### config.mk
export PLATFORM = sky130hd
export DESIGN_NAME = nibble_capture
export DESIGN_NICKNAME = d
export VERILOG_FILES = /design/src/rtl/de2_io_pkg.sv /design/src/rtl/key_debounce.sv /design/src/rtl/nibble_capture.sv
export SDC_FILE = /design/constraint.sdc
export NUM_CORES = 1
export LEC_CHECK = 0
export BUFFER_PORTS_ARGS = -buffer_cell sky130_fd_sc_hd__buf_2
export CAP_MARGIN = 0
export CELL_PAD_IN_SITES_DETAIL_PLACEMENT = 1
export CELL_PAD_IN_SITES_GLOBAL_PLACEMENT = 1
export CORE_ASPECT_RATIO = 1.5
export CORE_MARGIN = 2
export CORE_UTILIZATION = 43
export DETAILED_ROUTE_END_ITERATION = 12
export PLACE_DENSITY = 0.79
export SLEW_MARGIN = 20
export SYNTH_ARGS = -nofsm -noshare
export SYNTH_HDL_FRONTEND = slang
export SYNTH_SLANG_ARGS = --single-unit
### constraint.sdc
create_clock -name clk -period 2.6 [get_ports clk]
set_clock_uncertainty 0.2 [all_clocks]
set_input_delay 0.52 -clock clk [delete_from_list [all_inputs] [get_ports clk]]
set_output_delay 0.52 -clock clk [all_outputs]
set_load 0.05 [all_outputs]
### src/rtl/de2_io_pkg.sv
// ============================================================================
// Module : de2_io_pkg
// Brief  : Shared constants and FSM state type for the DE2 switch/key input chain.
// Rev    : 1.0 - initial release
// ============================================================================
`default_nettype none

package de2_io_pkg;

  localparam int CLK_HZ              = 50_000_000;
  localparam int DEBOUNCE_MS         = 10;
  localparam int DEBOUNCE_CYCLES_DEF = (CLK_HZ / 1000) * DEBOUNCE_MS;

  typedef enum logic [0:0] {
    IDLE    = 1'b0,
    PRESSED = 1'b1
  } cap_state_t;

endpackage

`default_nettype wire

### src/rtl/key_debounce.sv
// ============================================================================
// Module : key_debounce
// Brief  : Synchronizes an active-low pushbutton, debounces it, and emits a
//          one-cycle pulse on each debounced press.
// Rev    : 1.0 - initial release
// ============================================================================
`default_nettype none

module key_debounce
  import de2_io_pkg::*;
#(
  parameter int SYNC_STAGES     = 2,
  parameter int DEBOUNCE_CYCLES = DEBOUNCE_CYCLES_DEF
) (
  input  logic clk,
  input  logic rst,
  input  logic i_key_n,
  output logic o_pressed,
  output logic o_press_evt
);

  localparam int              CNT_W    = (DEBOUNCE_CYCLES > 2) ? $clog2(DEBOUNCE_CYCLES) : 1;
  localparam logic [CNT_W-1:0] CNT_LAST = CNT_W'(DEBOUNCE_CYCLES - 1);

  logic [SYNC_STAGES-1:0] r_key_sync;
  logic [CNT_W-1:0]       r_cnt;
  logic                   r_pressed;
  logic                   r_press_evt;

  logic w_key_pressed;
  logic w_differ;
  logic w_settled;

  assign w_key_pressed = ~r_key_sync[SYNC_STAGES-1];
  assign w_differ      = (w_key_pressed != r_pressed);
  assign w_settled     = w_differ && (r_cnt == CNT_LAST);

  // Counter only advances while the synced level disagrees with the accepted
  // level, so any agreeing cycle restarts the stability window.
  always_ff @(posedge clk) begin
    if (rst) begin
      r_key_sync  <= '1;
      r_cnt       <= '0;
      r_pressed   <= 1'b0;
      r_press_evt <= 1'b0;
    end else begin
      r_key_sync  <= {r_key_sync[SYNC_STAGES-2:0], i_key_n};
      r_press_evt <= 1'b0;
      if (!w_differ) begin
        r_cnt <= '0;
      end else if (w_settled) begin
        r_cnt       <= '0;
        r_pressed   <= w_key_pressed;
        r_press_evt <= w_key_pressed;
      end else begin
        r_cnt <= r_cnt + CNT_W'(1);
      end
    end
  end

  assign o_pressed   = r_pressed;
  assign o_press_evt = r_press_evt;

endmodule

`default_nettype wire

### src/rtl/nibble_capture.sv
// ============================================================================
// Module : nibble_capture
// Brief  : Latches the synchronized switch nibble on each debounced key press
//          and offers it downstream through a valid/ready handshake.
// Rev    : 1.0 - initial release
// ============================================================================
`default_nettype none

module nibble_capture
  import de2_io_pkg::*;
#(
  parameter int WIDTH           = 4,
  parameter int SYNC_STAGES     = 2,
  parameter int DEBOUNCE_CYCLES = DEBOUNCE_CYCLES_DEF
) (
  input  logic             clk,
  input  logic             rst,
  input  logic             key_n,
  input  logic [WIDTH-1:0] sw,
  input  logic             ready,
  output logic [WIDTH-1:0] data_out,
  output logic             valid,
  output logic             overrun,
  output logic [7:0]       capture_count
);

  logic [WIDTH-1:0] r_sw_sync [SYNC_STAGES];
  cap_state_t       r_state;
  logic [WIDTH-1:0] r_data;
  logic             r_valid;
  logic             r_overrun;
  logic [7:0]       r_count;

  logic w_pressed;
  logic w_press_evt;
  logic w_take;

  key_debounce #(
    .SYNC_STAGES     (SYNC_STAGES),
    .DEBOUNCE_CYCLES (DEBOUNCE_CYCLES)
  ) u_key_debounce (
    .clk         (clk),
    .rst         (rst),
    .i_key_n     (key_n),
    .o_pressed   (w_pressed),
    .o_press_evt (w_press_evt)
  );

  always_ff @(posedge clk) begin
    if (rst) begin
      for (int i = 0; i < SYNC_STAGES; i++) r_sw_sync[i] <= '0;
    end else begin
      r_sw_sync[0] <= sw;
      for (int i = 1; i < SYNC_STAGES; i++) r_sw_sync[i] <= r_sw_sync[i-1];
    end
  end

  // A press only counts from IDLE, so a held key can never re-trigger.
  assign w_take = w_press_evt && (r_state == IDLE);

  always_ff @(posedge clk) begin
    if (rst) begin
      r_state   <= IDLE;
      r_data    <= '0;
      r_valid   <= 1'b0;
      r_overrun <= 1'b0;
      r_count   <= '0;
    end else begin
      case (r_state)
        IDLE:    if (w_press_evt) r_state <= PRESSED;
        PRESSED: if (!w_pressed)  r_state <= IDLE;
        default: r_state <= IDLE;
      endcase

      if (w_take) begin
        if (!r_valid || ready) begin
          r_data  <= r_sw_sync[SYNC_STAGES-1];
          r_valid <= 1'b1;
          r_count <= r_count + 8'd1;
        end else begin
          r_overrun <= 1'b1;
        end
      end else if (r_valid && ready) begin
        r_valid <= 1'b0;
      end
    end
  end

  assign data_out      = r_data;
  assign valid         = r_valid;
  assign overrun       = r_overrun;
  assign capture_count = r_count;

endmodule

`default_nettype wire
* Yosys cells after proc, flatten, opt, wreduce, memory -nomap -nowiden
Memory sizes are Yosys's and may differ from the RTL's. A register that Yosys moved wholly into a read port is not among the register bits.
Index checks and enable logic that the tools add are counted.
** Cells by class
- Muxes and demuxes :: 11
- Add/subtract/negate cells :: 2
- Reduce and logical (&&, ||, !) cells :: 12
- Eq/ne operators :: 3
- Bitwise logic cells :: 7
** Operators by type and width (count)
- 19-bit by 1-bit adder with 19-bit output (second input constant) :: 1
- 19-bit equality test (second input constant) :: 1
- 8-bit by 1-bit adder with 8-bit output (second input constant) :: 1
- 1-bit 2-to-1 mux :: 8
- 4-bit 2-to-1 mux :: 2
- 2-bit AND reduction :: 4
- 3-bit OR reduction :: 2
- 1-bit inverter :: 5
- 1-bit logical AND :: 3
- 2-bit by 1-bit inequality test with 1-bit output (second input constant) :: 1
- 1-bit OR :: 2
- 1-bit one-hot mux with 2 select lines :: 1
- 2-bit nonzero test :: 1
- 1-bit logical NOT :: 1
- 1-bit logical OR :: 1
- 1-bit inequality test :: 1
** Word-level totals
- Word-level logic and storage cells :: 44
- Memories kept :: 1
- RAM bits :: 8
- Input port bits :: 8
- Register bits after elaboration :: 34
- Output and inout port bits :: 14
** Memories
- r_sw_sync :: words 2, width 4, read ports 2, clocked after memory_dff 1, write ports 2, RTL line nibble_capture.sv:27 : logic [WIDTH-1:0] r_sw_sync [SYNC_STAGES];

* Longest topological paths before layout
- Word-level depth :: 5
- Mapped depth :: 7
- Gate-level depth less buffers :: 5

* By module
A second synthesis with hierarchy kept.
** Second synthesis, totals
- Cell total of the unflattened synthesis :: 196
- Area, all modules :: 1876.8 µm²
** By module, submodules not included
- key_debounce :: area an instance 1027.2 µm², instances 1, cells each 114
- nibble_capture :: area an instance 849.6 µm², instances 1, cells each 82

* Worst setup path before layout
OpenSTA, ideal clock, no wires.
- Kind :: reg2reg
- From :: register u_key_debounce.r_cnt[5]
- To :: register u_key_debounce.r_cnt[9]
- Period minus slack after synthesis :: 1.894 ns
- Slack :: 0.706 ns
- Path buffers :: 2
- Arrival time :: 1.579 ns
- Setup time :: 0.114 ns
- Stages on the path, launching flop included :: 7
- Cell sequence :: dfxtp_1 > or4_4 > nor4_4 > a211o_1 > buf_4 > buf_6 > nor2_1
** Between the ends
- Cells in the longest elaborated chain, start to end :: 3
** RTL lines
- from (decl) :: RTL line key_debounce.sv:26 : logic [CNT_W-1:0] r_cnt;
- from (signal assigned) :: RTL line key_debounce.sv:56 : r_cnt <= r_cnt + CNT_W'(1);
- branches (longest 3 deep; another with 19-bit by 1-bit adder with 19-bit output)
Several ways; the timed one is not identified.
A chain may end at the register's enable or synchronous reset.

* Final worst setup path
- From :: register u_key_debounce.r_cnt[5]
- To :: register u_key_debounce.r_cnt[8]
The elaborated chain is that of the path after synthesis.

==> flow_summary.yaml <==
sta:
  max_freq_ghz: 0.454
  finalHoldViolations: 0
  setup_tns_ps: 0
  rsz0062_at_grt: "false"
  relSlewSlack: 0.620
  period_needed_ps: 2200
  tightest_slew_ps: 568
  finalSetupViolCount: 0
  fin_hold_ws_ps: 201
  post-route-period-util: 0.848
  slew_violations: 0
yosys:
  synthAdderAreaFrac: 0.0137
  yosys.area_share.simple: 0.288
  syn_area_sq_um: 1830
  yosysSeqAreaShare: 0.504
  ys.flop_type: "dfxtp_1"
  synth.avg_cell_area_sq_um: 9.62
  synthXorXnorAreaFrac: 0.105
  synth.distinct_cells: 33
  synth_edf_count: 0
  ys_ff_latch: 46
  synth_compound_area_frac: 0.0335
  ys_warn_count: 0
  synth_nets: 200
  synth_mux_area_frac: 0.0281
  async_reset_ff_frac: 0
  synth_top_family_by_area: "simple AND/OR/NAND/NOR gates"
  synth_cells: 190
final_layout:
  antenna_cells: 0
  syn2layout_area_growth_pct: 11.3
  fin_nets: 219
  final_cell_mix: "dfxtp_1 (46), nor2_1 (29), buf_2 (21)"
  final_cell_area_sq_um: 2030
  drive_gt1_frac: 0.167
  final_common_cell: "dfxtp_1"
  postLayoutCoreUtil: 0.488
grt:
  grt_pass1_vias: 1478
  antenna_found_initial: 0
  gr-total-overflow: 0
  grt_pass1_wl_mm: 6.69
  grt_max_degree: 31
  track_usage: 0.176
worst_setup_path:
  critical_path_buf_inv_count: 0
  cp.arrival_ps: 2170
  cp.required_ps: 2570
  critPathMaxStageDelay_ps: 560
  r2r_slack_ps: 400
  cp_num_cells: 4
  crit_slowest_cell: "or4_4"
  cp_top_family: "simple AND/OR/NAND/NOR gates"
  worstPathCellList: "or4_4 -> nor4_4 -> a211o_1 -> nor2_1"
  r2r_cells: 4
  r2r-end: "u_key_debounce.r_cnt[8]"
  worstSetupPathType: "reg -> reg"
  end_kind: "flop"
  r2r-start: "u_key_debounce.r_cnt[5]"
  crit_path_start_kind: "flop"
  worstPathMaxFanout: 18
hold_path:
  hp-start: "key_n"
  hold_path_end: "u_key_debounce.r_key_sync[0]"
  hold_path_class: "in -> reg"
  holdPathStages: 2
placement:
  dpl_cell_area_sq_um: 1940
  dp_hpwl_mm: 2.74
  place.gp.congestion: 0.803
  io_buffers: 21
floorplan:
  die_h_microns: 83.9
  start_util: 0.438
  die-area_sq_um: 4800
  row_count: 29
  die_w_microns: 57.2
  core-area_sq_um: 4170
  io_pins: 22
drt:
  antenna_left: 0
  first_pass_iters: 4
  route.detailed.drc: 0
  routedWlPerCell_microns: 14.6
  drt_wl_total_mm: 3.74
  vias_per_cell: 5.40
  num_vias: 1383
  drt_iter0_drc: 36
clocking:
  path_clk_slew_ps: 90
  clk_latency_ps: 300
  post_cts_buffers: 0
  cts_tree: "built"
  h-tree-depth: 2
  cts-root-buf: "clkbuf_8"
  numCtsBuffers: 5
  cts_resized: 0
  postCtsHoldBufs: 0
  clockBufferDepth: 2
  cts_sinks: 46
power:
  fin_total_pwr_mw: 1.17
  ir_worst_vdd_v: 0.000385
  powerDensity_nw_per_um2: 574
  power_leakage_nw: 0.756
run:
  maxCapViolCount: 0
run_status:
  run_status: "finished clean"
cells by family after synthesis:
logic type               count (synthesis)
adder cells (fa/ha/maj)                  2
multiplexers                             5
buffers and inverters                   10
XOR/XNOR                                22
flip-flops                              46
AND/OR/NAND/NOR                         94
AO/OA/AOI/OAI                           11
worst register-to-register path, delay by kind of cell, from the launching register on:
family / cells / cell delay (ps)
DFF: 1 / 360
and+or+nand+nor: 3 / 990
AOI/OAI and AO/OA: 1 / 530
sequential cells by signal, indices dropped and copies added (netlist names):
name                        flops
overrun                         1
r_sw_sync                       8
u_key_debounce.r_key_sync       2
r_state                         1
u_key_debounce.o_press_evt      1
capture_count                   8
u_key_debounce.o_pressed        1
data_out                        4
u_key_debounce.r_cnt           19
valid                           1
per-stage QoR:
stage,setup WS (ps),instances
after global placement,502,248
after floorplan,706,190
after detailed placement,388,248
after global routing,189,256
after CTS,354,256
final,395,256
report_power, final:
part / internal (mW) / switching, mW
clock: 0.189 / 0.243
sequential: 0.711 / 0.00250
combinational: 0.00870 / 0.0122
Yosys cell counts, types with 2 or more instances:
library cell	count	area, sq um
o21ai_0	2	10.0
mux2i_1	4	40.0
xnor2_1	6	52.6
nor4b_1	2	17.5
or4_1	2	15.0
nand4_1	8	50.1
nor4_1	2	12.5
or2_2	2	12.5
nand3_1	9	45.0
nand2b_1	2	12.5
a21oi_1	7	35.0
clkbuf_1	6	22.5
and4_1	5	43.8
nor2_1	29	109
dfxtp_1	46	921
nor2b_1	11	68.8
and3_1	4	25.0
ha_1	2	25.0
nor3_1	3	15.0
nand2_1	10	37.5
xor2_1	16	140
worst max-delay path by stage:
stage / from / end
after floorplan: u_key_debounce.r_cnt[5] / u_key_debounce.r_cnt[9]
after global placement: u_key_debounce.r_cnt[5] / u_key_debounce.r_cnt[7]
after detailed placement: u_key_debounce.r_cnt[5] / u_key_debounce.r_cnt[14]
after CTS: u_key_debounce.r_cnt[5] / u_key_debounce.r_cnt[14]
after global routing: u_key_debounce.r_cnt[0] / u_key_debounce.r_cnt[8]
final: u_key_debounce.r_cnt[5] / u_key_debounce.r_cnt[8]
area by class of cell:
class,instances,area (sq um)
flip-flops and latches,46,921
multi-input cells,134,857
well taps,46,57.6
repair buffers,21,105
inverters,1,3.75
clock inverters,3,21.3
fillers,509,2140
clock buffers,5,68.8
routing by layer:
| layer | wire, microns | global-route usage | vias to the layer above | share of wire |
|---|---|---|---|---|
| met5 | 0 | 0 | - | 0 |
| met4 | 62 | 0.0698 | 0 | 0.017 |
| met3 | 92 | 0.0326 | 5 | 0.025 |
| met2 | 2160 | 0.342 | 19 | 0.58 |
| met1 | 1420 | 0.176 | 675 | 0.38 |
| li1 | - | - | 684 | - |
No activity file was read; power rests on OpenSTA's default activity.
